$ cat config.mk
export PLATFORM = sky130hd
export DESIGN_NAME = counter_8bit
export DESIGN_NICKNAME = d
export VERILOG_FILES = /design/src/rtl/counter_8bit.sv
export SDC_FILE = /design/constraint.sdc
export NUM_CORES = 1
export LEC_CHECK = 0
export CELL_PAD_IN_SITES_DETAIL_PLACEMENT = 1
export CELL_PAD_IN_SITES_GLOBAL_PLACEMENT = 2
export CORE_AREA = 2 2 52 54
export DETAILED_ROUTE_END_ITERATION = 10
export DIE_AREA = 0 0 54 56
export GPL_ROUTABILITY_DRIVEN = 0
export PLACE_DENSITY_LB_ADDON = 0.1
export SLEW_MARGIN = 20
export SYNTH_ARGS = -nofsm -noshare
export SYNTH_HDL_FRONTEND = slang
export SYNTH_SLANG_ARGS = --single-unit
$ cat constraint.sdc
create_clock -name clk -period 4.8 [get_ports clk]
set_input_delay 0.48 -clock clk [delete_from_list [all_inputs] [get_ports clk]]
set_output_delay 0.48 -clock clk [all_outputs]
set_load 0.02 [all_outputs]
$ cat src/rtl/counter_8bit.sv
// counter_8bit: loadable up/down binary counter with synchronous reset and load.
// Priority at each rising edge: reset, then load, then step by +1/-1 (mod 2^WIDTH).
`default_nettype none

module counter_8bit #(
  parameter int WIDTH = 8
) (
  input  logic             clk,
  input  logic             reset,
  input  logic             load,
  input  logic [WIDTH-1:0] in,
  input  logic             up_down,
  output logic [WIDTH-1:0] count
);

  logic [WIDTH-1:0] count_inc;
  logic [WIDTH-1:0] count_dec;
  logic [WIDTH-1:0] count_step;
  logic [WIDTH-1:0] count_next;

  // Both directions are computed in parallel; natural overflow gives the wrap.
  assign count_inc  = count + WIDTH'(1);
  assign count_dec  = count - WIDTH'(1);
  assign count_step = up_down ? count_dec : count_inc;

  always_comb begin
    count_next = count_step;
    if (load) begin
      count_next = in;
    end
  end

  always_ff @(posedge clk) begin
    if (reset) begin
      count <= '0;
    end else begin
      count <= count_next;
    end
  end

`ifndef SYNTHESIS
  // Any cycle that neither resets nor loads must move the count by exactly one.
  property p_single_step;
    @(posedge clk) disable iff (reset)
      !load |=> (count == ($past(up_down) ? $past(count) - WIDTH'(1)
                                          : $past(count) + WIDTH'(1)));
  endproperty

  a_single_step: assert property (p_single_step);
`endif

endmodule

`default_nettype wire

Word-level counts from Yosys, hierarchy flattened
Cells that the tools add are included.

word-level totals
  flip-flop bits (word level) = 8
  bits in latches = 0
  RAM bits = 0
  bits in read-only memories = 0
  input bits = 12
  output and inout port bits = 8
  memories kept = 0

cells by class
  add/sub/neg operators = 2
  multiply operators = 0
  div/mod/pow operators = 0
  $lt $le $gt $ge = 0
  equality and inequality tests = 0
  shifts and indexed selects = 0
  muxes and demuxes = 2
  bitwise operators = 0
  reduce and logical (&&, ||, !) cells = 0

operators by type and width
  kind                                                                 number
  8-bit 2-to-1 mux                                                     2
  8-bit by 1-bit adder with 8-bit output (second input constant)       1
  8-bit by 1-bit subtractor with 8-bit output (second input constant)  1

Logic depth before layout (Yosys ltp)
Gate-level depths: netlist of run 1.

  depth after elaboration = 3
  gate-level depth with buffers = 6

Worst setup path after synthesis of run 1
Ideal clock, no wire load.

  kind = flip-flop to flip-flop
  start point = reg count[0]
  end point = reg count[4]
  setup time = 0.096 ns
  arrival time = 1.609 ns
  path slack = 3.095 ns
  cell stages (with the launch flop) = 7
  path buffers = 0
  clock period less this slack = 1.705 ns
  cell sequence = dfxtp_1 -> inv_1 -> fa_1 -> nor2b_1 -> o21a_1 -> nor3_1 -> o41ai_2

on the way
  longest elaborated chain between the ends = 3
  elaborated cells on any way between the ends = 4

RTL lines
  what                                                                                                   RTL line  text
  start, declared                                                                                        13        output logic [WIDTH-1:0] count
  start signal, assigned                                                                                 37        count <= count_next;
  8-bit by 1-bit adder with 8-bit output or 8-bit by 1-bit subtractor with 8-bit output (tied branches)  22, 23
  8-bit 2-to-1 mux *                                                                                     24        assign count_step = up_down ? count_dec : count_inc;
  8-bit 2-to-1 mux *                                                                                     28        if (load) begin

Every way passes the cells marked *; elsewhere a longest branch is shown, timed or not.
A chain may end at the register's enable or synchronous reset.

Final worst setup path of run 1
  start point = in up_down
  end point = reg count[4]

on the way
  longest elaborated chain between the ends = 2

RTL lines
  what              RTL line  text
  start, declared   12        input logic up_down,
  8-bit 2-to-1 mux  24
  8-bit 2-to-1 mux  28

Every way passes these cells.

==> results of run 1 <==
-- routing by layer --
metal  vias to the layer above  wire length [um]  GRT usage
li1                        331                 -          -
met1                       313               933      0.186
met2                        15               807      0.211
met3                         2                95     0.0511
met4                         0                21     0.0536
met5                         -                 0          0
-- critical path: cells and delay by family --
| kind | cells | cell delay [ns] |
|---|---|---|
| adders and majority gates | 1 | 0.49 |
| AOI/OAI and AO/OA | 2 | 0.45 |
| and+or+nand+nor | 2 | 0.21 |
| buffers and inverters | 2 | 0.80 |
-- cells by family (layout without fill, tap and decap cells) --
logic type,count (synthesis),count (layout),synth area share
AND/OR/NAND/NOR,28,28,0.228
AO/OA/AOI/OAI,23,23,0.303
flip-flops,8,8,0.240
buffers and inverters,8,27,0.0599
adder cells (fa/ha/maj),7,7,0.142
XOR/XNOR,2,2,0.0262
-- placed cells by master (no fill, tap or decap) --
| cell type | count |
|---|---|
| a31oi_1 | 2 |
| and3_1 | 2 |
| o21bai_1 | 1 |
| inv_1 | 5 |
| o21ai_1 | 1 |
| nor3_1 | 5 |
| o31a_1 | 1 |
| nor4b_1 | 2 |
| o21ai_2 | 1 |
| nor2b_1 | 1 |
| a2111oi_4 | 1 |
| o21a_1 | 3 |
| nand3_1 | 4 |
| nand3b_1 | 1 |
| o2111ai_1 | 1 |
| a211o_1 | 1 |
| xor2_1 | 1 |
| nor3_2 | 1 |
| ha_1 | 6 |
| xnor2_1 | 1 |
| clkdlybuf4s50_1 | 19 |
| a21oi_1 | 5 |
| dfxtp_1 | 8 |
| o311ai_1 | 1 |
| nand2_1 | 3 |
| fa_1 | 1 |
| clkbuf_4 | 3 |
| a21o_1 | 1 |
| nor2_1 | 7 |
| nand4b_1 | 1 |
| a211oi_4 | 1 |
| or4_1 | 1 |
| o41ai_2 | 1 |
| o211ai_1 | 2 |
-- through the flow --
step	utilization	cells	area, um2
floorplan	-	76	668
global placement	0.360	122	875
detailed placement	0.360	122	875
CTS	0.369	125	897
global route	0.369	125	897
finish	0.369	125	897
-- path summary, 6_finish.rpt --
check / start / endpoint / depth (start not counted)
max reg2reg: count[0] / count[4] / 6
min: count[0] / count[0] / 3
min reg2reg: count[0] / count[0] / 3
max: up_down / count[4] / 7
-- layout make-up --
| type | instances | area (um2) | share of cell area |
|---|---|---|---|
| Inverter | 5 | 18.8 | 0.0209 |
| Tap cell | 30 | 37.5 | 0.0418 |
| Timing Repair Buffer | 19 | 190 | 0.212 |
| Sequential cell | 8 | 160 | 0.179 |
| Clock buffer | 3 | 22.5 | 0.0251 |
| Multi-Input combinational cell | 60 | 468 | 0.522 |
-- power groups by stage --
stage	Combinational, mW	Clock, mW	Sequential, mW
finish	0.110	0.0537	0.0795
global route	0.121	0.0584	0.0806
CTS	0.111	0.0573	0.0797
detailed placement	0.110	0	0.0811
global placement	0.109	0	0.0811
floorplan	0.0639	0	0.0891
==> results.py, run 1 <==
metrics = {
    "floorplan": {
        "rows": 18,
        "core_area_um2": 2430,
        "die_area_um2": 3020,
        "die_x_um": 54,
        "io_pins": 20,
        "initial_core_util": 0.275,
        "die_h_um": 56,
    },
    "sta": {
        "fin_setup_tns_ns": 0,
        "hold_viol": 0,
        "fin_crit_ns": 2.27,
        "max_freq_mhz": 440,
        "fin_ws_ns": 2.53,
        "fin_crit_sh": 0.473,
        "slew_viol_final": 0,
        "rsz0062_at_grt": "false",
        "max_slew_margin": 0.525,
        "whs_ns": 0.649,
        "fin_skew_ns": 0.00697,
        "worstMarginPinSlew_ns": 0.711,
        "final-setup-viol-count": 0,
    },
    "critical_path": {
        "cp_slowest_cell": "clkdlybuf4s50_1",
        "cp_max_fo": 8,
        "critPathKind": "in -> reg",
        "arrival_ns": 2.43,
        "cp_cell_sequence": "clkdlybuf4s50_1 > inv_1 > fa_1 > nor2b_1 > o21a_1 > nor3_1 > o41ai_2",
        "startpoint_type": "input pin",
        "required_ns": 4.96,
        "critPathMaxStageDelay_ns": 0.68,
        "critPathCaptureType": "register",
        "rrSetupSlack_ns": 3.03,
    },
    "route": {
        "drt_iter0_drc": 5,
        "wl_per_cell_um": 14.9,
        "drt_first_pass_iters": 3,
        "viasPerCell": 5.29,
        "route.detailed.drc": 0,
        "drtAntennaViolNets": 0,
        "wl_mm": 1.86,
        "vias": 661,
    },
    "synthesis": {
        "synth_common_cells": "8 x dfxtp_1, 7 x nor2_1, 6 x ha_1",
        "yosysSeqAreaShare": 0.240,
        "async_flop_share": 0,
        "syn_inst": 76,
        "netlist_area_um2": 668,
        "yosysTopAreaCellShare": 0.240,
        "syn_avg_cell_area_um2": 8.79,
        "synth_edf_count": 0,
        "yosysTopAreaCell": "dfxtp_1",
        "ys_seq_elements": 8,
        "synth.area.top_cells": "dfxtp_1 24%, ha_1 11%, a2111oi_4 4.1%, nor2_1 3.9%, a21oi_1 3.7%",
        "synth_most_common_cell": "dfxtp_1",
        "ys_types": 34,
        "yosys_most_used_dff": "dfxtp_1",
        "synth-warning-count": 0,
        "synth_fp_nets": 95,
    },
    "power": {
        "power.share.clock": 0.221,
        "peakVddDrop_uv": 144,
        "power.total_mw": 0.243,
        "power.switching_mw": 0.0893,
        "powerDensity_nw_per_um2": 271,
        "seqPwrFrac": 0.327,
        "comb_power_share": 0.452,
        "swShare": 0.367,
        "leakage_nw": 0.356,
        "intPower_mw": 0.154,
    },
    "status": {
        "outcome": "finished clean",
    },
    "cts": {
        "post-cts-setup-buffers": 0,
        "path_clk_slew_ns": 0.05,
        "cts_htree_levels": 1,
        "clock-sinks": 8,
        "cts_tree": "yes",
        "clk_latency_ns": 0.26,
        "cts-root-buf": "clkbuf_4",
        "cts.path.max_buffers": 2,
        "numCtsBuffers": 3,
        "cts_hold_buf": 0,
        "post_cts_resized": 0,
    },
    "global_routing": {
        "grt_overflow": 0,
        "grt_first_pass_wirelength_mm": 3.12,
        "first_global_vias": 647,
        "globalRouteTotalUtil": 0.142,
        "grt_start_max_net_pins": 19,
        "grt_antenna_before_repair": 0,
    },
    "cells_and_area": {
        "fillerInstances": 294,
        "fin_nets": 116,
        "diodes": 0,
        "area_growth_pct": 34.3,
        "reg_top3": "count x8",
        "drive_gt1_frac": 0.0842,
        "largest_register_ffs": 8,
        "regMostFlops": "count",
    },
    "flow_run": {
        "cap_viol_max_count": 0,
    },
    "placed_design": {
        "port_buffers": 19,
        "preCtsSetupSlack_ns": 2.25,
        "hpwl_mm": 1.41,
    },
    "worst_hold_path": {
        "hp-class": "reg -> reg",
    },
}
Note: power is estimated with default switching activity, not from simulation.
==> run 2: changes to the inputs <==
--- a/config.mk
+++ b/config.mk
@@ -7,9 +7,9 @@
 export LEC_CHECK = 0
 export CELL_PAD_IN_SITES_DETAIL_PLACEMENT = 1
 export CELL_PAD_IN_SITES_GLOBAL_PLACEMENT = 2
-export CORE_AREA = 2 2 52 54
+export CORE_AREA = 2 2 57 59
 export DETAILED_ROUTE_END_ITERATION = 10
-export DIE_AREA = 0 0 54 56
+export DIE_AREA = 0 0 59 61
 export GPL_ROUTABILITY_DRIVEN = 0
 export PLACE_DENSITY_LB_ADDON = 0.1
 export SLEW_MARGIN = 20
==> constraint.sdc (replaced) <==
create_clock -name clk -period 1.9 [get_ports clk]
set_input_delay 0.19 -clock clk [delete_from_list [all_inputs] [get_ports clk]]
set_output_delay 0.19 -clock clk [all_outputs]
set_load 0.02 [all_outputs]
==> results.py, run 2 (synthesis results as in run 1) <==
metrics = {
    "status": {
        "outcome": "finished clean",
    },
    "sta": {
        "max_slew_margin": 0.726,
        "rsz0062_at_grt": "false",
        "slew_viol_final": 0,
        "worstMarginPinSlew_ns": 0.410,
        "fin_crit_ns": 1.81,
        "fin_skew_ns": 0.00185,
        "max_freq_mhz": 551,
        "fin_ws_ns": 0.0865,
        "hold_viol": 0,
        "final-setup-viol-count": 0,
        "fin_crit_sh": 0.954,
        "fin_setup_tns_ns": 0,
    },
    "critical_path": {
        "critical_path_depth": 7,
        "startpoint_type": "input pin",
        "required_ns": 2.07,
        "timing.rr.end": "count[4]",
        "critPathMaxStageDelay_ns": 0.56,
        "rrSetupSlack_ns": 0.29,
        "critPathKind": "in -> reg",
        "worst-r2r-cell-count": 6,
        "r2r-start": "count[1]",
        "startpoint": "up_down",
        "arrival_ns": 1.98,
        "cp_max_fo": 4,
        "crit_buf_inv": 2,
        "cp_cell_sequence": "clkdlybuf4s50_1 > inv_1 > fa_1 > nor2b_1 > o21a_1 > nor3_1 > o41ai_2",
        "cp-endpoint": "count[4]",
        "cp_slowest_cell": "clkdlybuf4s50_1",
        "path_delay_family": "buffers and inverters",
        "critPathCaptureType": "register",
    },
    "route": {
        "drtAntennaViolNets": 0,
        "wl_mm": 2.13,
        "vias": 709,
        "drt_first_pass_iters": 2,
        "wl_per_cell_um": 14.8,
        "route.detailed.drc": 0,
        "drt_iter0_drc": 8,
        "viasPerCell": 4.92,
    },
    "floorplan": {
        "die_h_um": 61,
        "rows": 20,
        "die_area_um2": 3600,
        "core_area_um2": 2950,
        "die_x_um": 59,
        "io_pins": 20,
        "initial_core_util": 0.226,
    },
    "global_routing": {
        "gr-usage-met3": 0.0277,
        "grt_first_pass_wirelength_mm": 3.65,
        "busiest_layer": "met2",
        "grt_util_met1": 0.186,
        "grt_overflow": 0,
        "grt_start_max_net_pins": 11,
        "grt.met2_usage": 0.224,
        "first_global_vias": 740,
        "grt_antenna_before_repair": 0,
        "globalRouteTotalUtil": 0.142,
    },
    "cells_and_area": {
        "drive_gt1_frac": 0.216,
        "diodes": 0,
        "reg_top3": "count x8",
        "layout_commonest_cell": "clkdlybuf4s50_1",
        "final_cell_mix": "19 x clkdlybuf4s50_1, 16 x buf_4, 8 x dfxtp_1",
        "largest_register_ffs": 8,
        "fin_util": 0.346,
        "area_growth_pct": 52.8,
        "fin_nets": 132,
        "layout.cells.non_filler": 144,
        "regMostFlops": "count",
        "fillerInstances": 363,
    },
    "power": {
        "peakVddDrop_uv": 187,
        "powerDensity_nw_per_um2": 656,
        "leakage_nw": 0.435,
        "power.total_mw": 0.670,
    },
    "cts": {
        "clk_latency_ns": 0.26,
        "path_clk_slew_ns": 0.07,
        "cts_htree_levels": 1,
        "post_cts_resized": 0,
        "cts.path.max_buffers": 2,
        "post-cts-setup-buffers": 0,
        "cts_hold_buf": 0,
        "clock-sinks": 8,
        "cts-root-buf": "clkbuf_4",
        "numCtsBuffers": 3,
        "cts_tree": "yes",
    },
    "worst_hold_path": {
        "hold_path.startpoint": "in[2]",
        "hp-class": "in -> reg",
    },
    "flow_run": {
        "cap_viol_max_count": 0,
    },
    "placed_design": {
        "hpwl_mm": 1.72,
        "port_buffers": 19,
        "place_inst": 141,
        "preCtsSetupSlack_ns": -0.196,
    },
}
run 2: how the worst min path moves through the flow:
stage | to | slack, ns | depth (start not counted)
after floorplan | count[1] | 0.33 | 2
after global placement | count[0] | 0.68 | 4
after detailed placement | count[0] | 0.69 | 4
after CTS | count[2] | 0.49 | 3
after global routing | count[3] | 0.49 | 3
final | count[2] | 0.49 | 3
run 2: cell type report:
cell class	instances	area, um2	share of cell area
tap	33	41.3	0.0404
clock buffer	3	22.5	0.0221
multi-input combinational	60	468	0.458
timing repair buffer	35	310	0.304
sequential	8	160	0.157
inverter	5	18.8	0.0184
run 2: power breakdown:
| part | switching (mW) | internal [mW] | leakage (nW) | total [mW] |
|---|---|---|---|---|
| Sequential | 0.0124 | 0.187 | 0.0666 | 0.199 |
| Clock | 0.0722 | 0.0731 | 0.0138 | 0.145 |
| Combinational | 0.161 | 0.165 | 0.355 | 0.326 |
| Total | 0.245 | 0.425 | 0.435 | 0.670 |
run 2: worst register-to-register path, cell delays in order (launching register included):
cell	delay, ns
dfxtp_1	0.38
inv_1	0.07
fa_1	0.41
nor2b_1	0.14
o21a_1	0.19
nor3_1	0.08
o41ai_2	0.27
run 2: stage by stage:
step	instance area [um2]	hold slack (ns)
final	1020	0.485
after global routing	1020	0.487
after CTS	1020	0.486
after detailed placement	998	0.689
after global placement	998	0.679
after floorplan	668	0.333
run 2: layer usage:
layer  vias up  part of all wire
met4         0            0.0075
li1        357                 -
met1       334              0.49
met5         -                 0
met2        16              0.46
met3         2             0.039
